[src/rtl/multicycle_control_fsm_if.sv]
// Control bundle between the multi-cycle sequencer and the MIPS datapath/memory.
// Handshake: mem_read/mem_write are requests held with stable iord until mem_ready is sampled high on a clock edge.
interface multicycle_control_fsm_if;
  logic [5:0] opcode;
  logic       mem_ready;
  logic       pc_write;
  logic       pc_write_cond;
  logic       iord;
  logic       mem_read;
  logic       mem_write;
  logic       ir_write;
  logic       mem_to_reg;
  logic       reg_dst;
  logic       reg_write;
  logic       alu_src_a;
  logic [1:0] alu_src_b;
  logic [1:0] alu_op;
  logic [1:0] pc_source;
  logic       illegal_op;
  logic [3:0] state_o;

  modport master (
    input  opcode, mem_ready,
    output pc_write, pc_write_cond, iord, mem_read, mem_write, ir_write,
           mem_to_reg, reg_dst, reg_write, alu_src_a, alu_src_b, alu_op,
           pc_source, illegal_op, state_o
  );

  modport slave (
    output opcode, mem_ready,
    input  pc_write, pc_write_cond, iord, mem_read, mem_write, ir_write,
           mem_to_reg, reg_dst, reg_write, alu_src_a, alu_src_b, alu_op,
           pc_source, illegal_op, state_o
  );
endinterface

[src/rtl/multicycle_control_fsm.sv]
// Multi-cycle MIPS sequencer: walks each instruction through fetch/decode/execute/
// memory/writeback and drives every datapath mux and enable, stalling on mem_ready.
module multicycle_control_fsm (
  input  logic                    clk,
  input  logic                    rst_n,
  multicycle_control_fsm_if.master bus
);

  localparam logic [5:0] OP_RTYPE = 6'b000000;
  localparam logic [5:0] OP_LW    = 6'b100011;
  localparam logic [5:0] OP_SW    = 6'b101011;
  localparam logic [5:0] OP_BEQ   = 6'b000100;
  localparam logic [5:0] OP_J     = 6'b000010;
  localparam logic [5:0] OP_ADDI  = 6'b001000;

  typedef enum logic [3:0] {
    S_RST      = 4'd0,
    S_FETCH    = 4'd1,
    S_DECODE   = 4'd2,
    S_MEM_ADDR = 4'd3,
    S_MEM_RD   = 4'd4,
    S_MEM_WB   = 4'd5,
    S_MEM_WR   = 4'd6,
    S_EXEC     = 4'd7,
    S_R_WB     = 4'd8,
    S_BRANCH   = 4'd9,
    S_JUMP     = 4'd10,
    S_ADDI_EX  = 4'd11,
    S_ADDI_WB  = 4'd12
  } state_t;

  state_t state;
  state_t next_state;

  always_ff @(posedge clk or negedge rst_n) begin
    if (!rst_n) state <= S_RST;
    else        state <= next_state;
  end

  assign bus.state_o = state;

  always_comb begin
    next_state         = state;
    bus.pc_write       = 1'b0;
    bus.pc_write_cond  = 1'b0;
    bus.iord           = 1'b0;
    bus.mem_read       = 1'b0;
    bus.mem_write      = 1'b0;
    bus.ir_write       = 1'b0;
    bus.mem_to_reg     = 1'b0;
    bus.reg_dst        = 1'b0;
    bus.reg_write      = 1'b0;
    bus.alu_src_a      = 1'b0;
    bus.alu_src_b      = 2'b00;
    bus.alu_op         = 2'b00;
    bus.pc_source      = 2'b00;
    bus.illegal_op     = 1'b0;

    case (state)
      S_RST: next_state = S_FETCH;

      // PC+4 is computed every fetch cycle but only committed with the instruction word.
      S_FETCH: begin
        bus.mem_read  = 1'b1;
        bus.alu_src_b = 2'b01;
        bus.ir_write  = bus.mem_ready;
        bus.pc_write  = bus.mem_ready;
        if (bus.mem_ready) next_state = S_DECODE;
      end

      S_DECODE: begin
        bus.alu_src_b = 2'b11;
        case (bus.opcode)
          OP_LW, OP_SW: next_state = S_MEM_ADDR;
          OP_RTYPE:     next_state = S_EXEC;
          OP_BEQ:       next_state = S_BRANCH;
          OP_J:         next_state = S_JUMP;
          OP_ADDI:      next_state = S_ADDI_EX;
          default: begin
            bus.illegal_op = 1'b1;
            next_state     = S_FETCH;
          end
        endcase
      end

      // Only lw/sw arrive here; anything else abandons the instruction.
      S_MEM_ADDR: begin
        bus.alu_src_a = 1'b1;
        bus.alu_src_b = 2'b10;
        if (bus.opcode == OP_LW)      next_state = S_MEM_RD;
        else if (bus.opcode == OP_SW) next_state = S_MEM_WR;
        else                          next_state = S_FETCH;
      end

      S_MEM_RD: begin
        bus.mem_read = 1'b1;
        bus.iord     = 1'b1;
        if (bus.mem_ready) next_state = S_MEM_WB;
      end

      S_MEM_WB: begin
        bus.reg_write  = 1'b1;
        bus.mem_to_reg = 1'b1;
        next_state     = S_FETCH;
      end

      S_MEM_WR: begin
        bus.mem_write = 1'b1;
        bus.iord      = 1'b1;
        if (bus.mem_ready) next_state = S_FETCH;
      end

      S_EXEC: begin
        bus.alu_src_a = 1'b1;
        bus.alu_op    = 2'b10;
        next_state    = S_R_WB;
      end

      S_R_WB: begin
        bus.reg_write = 1'b1;
        bus.reg_dst   = 1'b1;
        next_state    = S_FETCH;
      end

      S_BRANCH: begin
        bus.alu_src_a     = 1'b1;
        bus.alu_op        = 2'b01;
        bus.pc_write_cond = 1'b1;
        bus.pc_source     = 2'b01;
        next_state        = S_FETCH;
      end

      S_JUMP: begin
        bus.pc_write  = 1'b1;
        bus.pc_source = 2'b10;
        next_state    = S_FETCH;
      end

      S_ADDI_EX: begin
        bus.alu_src_a = 1'b1;
        bus.alu_src_b = 2'b10;
        next_state    = S_ADDI_WB;
      end

      S_ADDI_WB: begin
        bus.reg_write = 1'b1;
        next_state    = S_FETCH;
      end

      default: next_state = S_FETCH;
    endcase
  end

endmodule

[src/flat_wrapper.sv]
// flat-port wrapper written by rule: the top's interface ports become plain ports
module multicycle_control_fsm_flat 
  (clk, rst_n, bus_opcode, bus_mem_ready, bus_pc_write, bus_pc_write_cond, bus_iord, bus_mem_read, bus_mem_write, bus_ir_write, bus_mem_to_reg, bus_reg_dst, bus_reg_write, bus_alu_src_a, bus_alu_src_b, bus_alu_op, bus_pc_source, bus_illegal_op, bus_state_o);
  multicycle_control_fsm_if bus_i ();
  input  logic clk;
  input  logic rst_n;
  input wire logic [$bits(bus_i.opcode)-1:0] bus_opcode;
  input wire logic [$bits(bus_i.mem_ready)-1:0] bus_mem_ready;
  output wire logic [$bits(bus_i.pc_write)-1:0] bus_pc_write;
  output wire logic [$bits(bus_i.pc_write_cond)-1:0] bus_pc_write_cond;
  output wire logic [$bits(bus_i.iord)-1:0] bus_iord;
  output wire logic [$bits(bus_i.mem_read)-1:0] bus_mem_read;
  output wire logic [$bits(bus_i.mem_write)-1:0] bus_mem_write;
  output wire logic [$bits(bus_i.ir_write)-1:0] bus_ir_write;
  output wire logic [$bits(bus_i.mem_to_reg)-1:0] bus_mem_to_reg;
  output wire logic [$bits(bus_i.reg_dst)-1:0] bus_reg_dst;
  output wire logic [$bits(bus_i.reg_write)-1:0] bus_reg_write;
  output wire logic [$bits(bus_i.alu_src_a)-1:0] bus_alu_src_a;
  output wire logic [$bits(bus_i.alu_src_b)-1:0] bus_alu_src_b;
  output wire logic [$bits(bus_i.alu_op)-1:0] bus_alu_op;
  output wire logic [$bits(bus_i.pc_source)-1:0] bus_pc_source;
  output wire logic [$bits(bus_i.illegal_op)-1:0] bus_illegal_op;
  output wire logic [$bits(bus_i.state_o)-1:0] bus_state_o;
  assign bus_i.opcode = bus_opcode;
  assign bus_i.mem_ready = bus_mem_ready;
  assign bus_pc_write = bus_i.pc_write;
  assign bus_pc_write_cond = bus_i.pc_write_cond;
  assign bus_iord = bus_i.iord;
  assign bus_mem_read = bus_i.mem_read;
  assign bus_mem_write = bus_i.mem_write;
  assign bus_ir_write = bus_i.ir_write;
  assign bus_mem_to_reg = bus_i.mem_to_reg;
  assign bus_reg_dst = bus_i.reg_dst;
  assign bus_reg_write = bus_i.reg_write;
  assign bus_alu_src_a = bus_i.alu_src_a;
  assign bus_alu_src_b = bus_i.alu_src_b;
  assign bus_alu_op = bus_i.alu_op;
  assign bus_pc_source = bus_i.pc_source;
  assign bus_illegal_op = bus_i.illegal_op;
  assign bus_state_o = bus_i.state_o;
  multicycle_control_fsm u_core (.clk(clk), .rst_n(rst_n), .bus(bus_i));
endmodule
[config.mk]
export PLATFORM = sky130hd
export DESIGN_NAME = multicycle_control_fsm_flat
export DESIGN_NICKNAME = d
export VERILOG_FILES = /design/src/rtl/multicycle_control_fsm_if.sv /design/src/rtl/multicycle_control_fsm.sv /design/src/flat_wrapper.sv
export SDC_FILE = /design/constraint.sdc
export NUM_CORES = 1
export LEC_CHECK = 0
export CELL_PAD_IN_SITES_DETAIL_PLACEMENT = 1
export CELL_PAD_IN_SITES_GLOBAL_PLACEMENT = 1
export CORE_MARGIN = 2
export CORE_UTILIZATION = 26
export CTS_CLUSTER_DIAMETER = 60
export DETAILED_ROUTE_END_ITERATION = 8
export HOLD_SLACK_MARGIN = 0.12
export PLACE_DENSITY_LB_ADDON = 0.25
export SYNTH_ARGS = -nofsm -noshare
export SYNTH_HDL_FRONTEND = slang
export SYNTH_SLANG_ARGS = --single-unit
export TNS_END_PERCENT = 1
[constraint.sdc]
create_clock -name clk -period 2.9 [get_ports clk]
set_input_delay 0.58 -clock clk [delete_from_list [all_inputs] [get_ports clk]]
set_output_delay 0.58 -clock clk [all_outputs]
set_load 0.01 [all_outputs]
* Yosys cells after proc, flatten, opt, wreduce, memory -nomap -nowiden
Cells that the tools add are included.
** Cells by class
- Muxes and demuxes :: 22
- Eq/ne operators :: 20
- Reductions and logical operators :: 9
** Operator list (number)
- $pmux W4 S7 :: 1
- $eq A4 B4 Y1 const B :: 5
- $pmux W4 S5 :: 1
- $eq A4 B3 Y1 const B :: 4
- $mux W4 :: 4
- $eq A6 B6 Y1 const B :: 2
- $mux W1 :: 11
- $eq A4 B2 Y1 const B :: 2
- $pmux W2 S2 :: 2
- $reduce_or A2 Y1 :: 4
- $eq A6 B2 Y1 const B :: 1
- $eq A6 B3 Y1 const B :: 1
- $eq A6 B4 Y1 const B :: 1
- $logic_not A6 Y1 :: 1
- $ne A2 B2 Y1 const B :: 3
- $pmux W2 S3 :: 1
- $reduce_or A6 Y1 :: 1
- $eq A4 B1 Y1 const B :: 1
- $reduce_or A4 Y1 :: 1
- $mux W3 :: 1
- $reduce_and A3 Y1 :: 1
- $reduce_or A3 Y1 :: 1
- $pmux W1 S2 :: 1
** Word-level totals
- Logic and storage cells :: 52
- Flip-flop bits (word level) :: 4
- Bits of input ports :: 9
- Output and inout bits :: 21

* Logic depth before layout (Yosys ltp)
- Depth after elaboration :: 4
- Gate-level depth with buffers :: 5

* Worst setup path after synthesis
Ideal clock, no wire load.
- Path kind :: input -> output
- Start :: input bus_opcode[1]
- End :: output bus_illegal_op
- Path slack :: 0.884 ns
- Buffers on the path :: 1
- Arrival time :: 1.436 ns
- Cell stages on the path :: 5
- Path through :: buf_6 -> or3_1 -> a21oi_1 -> nor2_1 -> o2111a_1
** On the way
- Longest elaborated chain between the ends :: 4
- Elaborated cells on any way between the ends :: 9
- Classes of those cells :: eq/ne (5); mux (2); reduce/logical (2)
** Ends and longest elaborated chain
- start, declared :: line flat_wrapper.sv:7 : input wire logic [$bits(bus_i.opcode)-1:0] bus_opcode;
- $eq A6 B3 Y1 (tied with other cells) :: line multicycle_control_fsm.sv:73 : case (bus.opcode)
- $reduce_or A6 Y1 (no source line) (*)
- $mux W1 (*) :: line multicycle_control_fsm.sv:73
- $mux W1 (*) :: line multicycle_control_fsm.sv:59 : case (state)
- end, declared :: line flat_wrapper.sv:22 : output wire logic [$bits(bus_i.illegal_op)-1:0] bus_illegal_op;
Every way passes the cells marked *; elsewhere a longest branch is shown, timed or not.

* Final worst setup path
- Start :: input bus_opcode[5]
- End :: output bus_illegal_op
Same word-level chain as after synthesis.

==> summary.txt <==
status - finished, final reports clean
Syn Area/Cell - 7.03 um2
vias in the first global route - 670
Final Worst Setup Slack - 0.184 ns
Final setup viols - 0
Vias/cell - 5.04
max frequency - 0.368 GHz
Setup CP Type - in2out
Fillers - 241
share of the synthesized area in the top cell type - 18.7%
crit path time final - 2.72 ns
routed wire length - 1760 um
initial antenna violation count - 0
Routed WL per cell - 12.8 um
grt total ovfl - 0
Clock Latency Late Sink - 0.23 ns
Lkg Pwr - 0.362 nW
CP Capture Type - output port
reg2reg end - u_core.bus.state_o[1]
final setup TNS - 0 ns
maximum number of pins on one net before global-route repair - 18
delay of the slowest critical-path stage - 0.46 ns
via count - 690
Starting Density - 27.5%
worst slew pin tran - 0.489 ns
# diodes - 0
CTS root buf - clkbuf_4
slew margin rel. - 67.4%
ys flop type - dfrtp_1
r2r worst-path depth - 4
Crit path depth - 6
Area growth syn-to-layout - 69.3%
critical path's slowest cell - clkdlybuf4s50_1
setup bufs post-CTS - 0
register area share after synthesis - 18.7%
number of synthesized register bits - 4
cell family with most CP delay - buffers and inverters
Worst Path Max Fanout - 4
Synth area leader - dfrtp_1
r2r setup slk - 1.33 ns
Post-route DRC - 0
top area cells in the synthesized netlist - dfrtp_1 19%, nor2_1 8.4%, nand2b_1 5.9%
share of layout cells above drive strength 1 - 11.8%
Post-synth EDFFs - 0
Core Rows - 16
most common cell after layout, fill and taps aside - clkdlybuf4s50_1
initial drt markers - 7
Post-Layout Cell Count - 137
fin crit share - 93.7%
Cells after DPL - 134
# H-tree levels - 1
Synth warnings - 0
RePlAce Congestion - 0.852
die height - 49.3 um
Power Dens Cells - 696 mW/mm2
TritonCTS Sinks - 4
Netlist Area Pre-Place - 534 um2
Num CTS Buffers - 3
max reg flops - 4
WP data arrival - 2.14 ns
unrepaired setup endpoints after global routing - no
TritonCTS clock tree - built
maximum VDD drop - 0.000311 V
Pins Over Slew Limit - 0
Place WS - -0.000773 ns
Total GRT Usage - 14.9%
Gate Count Post-Synth - 76
hpwl dp - 1330 um
reg-to-reg startpoint - u_core.bus.state_o[1]
startpoint types - primary input
Final #Nets - 121
drt pass-1 iters - 2
critical path cell sequence - clkdlybuf4s50_1 > or3_1 > a21oi_1 > nor2_1 > o2111a_1 > dlygate4sd2_1
fin area - 905 um2
Mapped Nets - 85
Core Footprint - 0.00194 mm2
die width - 49.3 um
critical path required time - 2.32 ns
Fin. Hold Viols - 0
Distinct cells, synth - 35
first-pass GRT wire length - 2920 um
Clock Pin Slew Worst Setup and Hold Paths - 0.04 ns
asr flop ratio synth - 100%
Routed Antenna Nets - 0
commonest cells after routing, fill and taps aside - 28 x clkdlybuf4s50_1, 12 x nor2_1, 8 x buf_4, 5 x nand2b_1
placed cell areas - 883 um2
worst hold path type - in2async
# port buffers - 29
Setup Skew - 0.00216 ns
die area - 0.00243 mm2
Max Cap Violations - 0
Longest Clk Path Bufs - 2
Buf+Inv Stages, Crit Path - 2
io pins - 30
[report_power, final]
group          switching [mW]  total, mW  internal, mW
sequential             0.0712      0.144        0.0728
combinational           0.182      0.419         0.237
clock                  0.0201     0.0662        0.0461
[synthesized netlist by cell type (all sizes together), types with 2 or more instances]
| cell type | instances |
|---|---|
| dfrtp | 4 |
| nor4 | 2 |
| clkbuf | 3 |
| nor3 | 4 |
| a31oi | 4 |
| inv | 2 |
| and2 | 2 |
| a21oi | 2 |
| nand2b | 5 |
| or2 | 2 |
| nor2 | 12 |
| o21ai | 3 |
| nor2b | 4 |
| o22ai | 2 |
| nand3 | 4 |
| mux2i | 2 |
| buf | 3 |
[cell families (layout without fill, tap and decap cells)]
logic type,after synthesis,after routing,share of synthesized area (%)
buffers and inverters,8,42,7.96
xor gates and xnor gates,2,2,3.28
muxes,2,2,3.75
and+or+nand+nor,40,40,39.1
DFF,4,4,18.7
AOI/OAI and AO/OA,20,20,27.2
[worst reg2reg max path, cell delays in order, from the launching register on]
cell and delay (ns):
dfrtp_1 0.63, nand2b_1 0.21, a2111o_1 0.33, o22a_1 0.20
a31oi_1 0.13
[repair_timing]
item,CTS,global route
gates resized for setup,1,0
hold buffers,0,0
setup endpoints to repair,1,0
[worst max-delay path by stage]
stage	start	end	slack (ns)
after global routing	bus_opcode[5]	bus_illegal_op	0.1
after global placement	bus_opcode[5]	bus_illegal_op	0.02
after CTS	bus_mem_ready	bus_pc_write	0.16
after floorplan	bus_opcode[1]	bus_illegal_op	0.88
final	bus_opcode[5]	bus_illegal_op	0.18
after detailed placement	bus_opcode[0]	bus_illegal_op	-0.0008
[metal layers]
layer	part of all wire [%]	wire, um	vias to the layer above	global-route usage, %
met5	0	0	-	0
met4	0	0	0	7.14
met3	3.1	54	0	1.53
met2	48	845	15	24.5
met1	49	857	324	19.4
li1	-	-	351	-
[final cells by class]
cell class | count | area [um2] | area share, %
clock buffers | 3 | 22.5 | 2.49
inverters | 2 | 7.51 | 0.830
multi-input cells | 64 | 392 | 43.3
flip-flops and latches | 4 | 100 | 11.1
well taps | 27 | 33.8 | 3.73
repair buffers | 37 | 349 | 38.6
[per-stage QoR]
| step | hold slack [ns] | utilization [%] | total power [mW] |
|---|---|---|---|
| floorplan | 0.284 | - | 0.350 |
| global placement | 0.745 | 45.5 | 0.559 |
| finish | 0.548 | 46.6 | 0.629 |
| CTS | 0.546 | 46.6 | 0.637 |
| global route | 0.551 | 46.6 | 0.681 |
| detailed placement | 0.750 | 45.5 | 0.567 |
No activity file was read; power rests on OpenSTA's default activity.
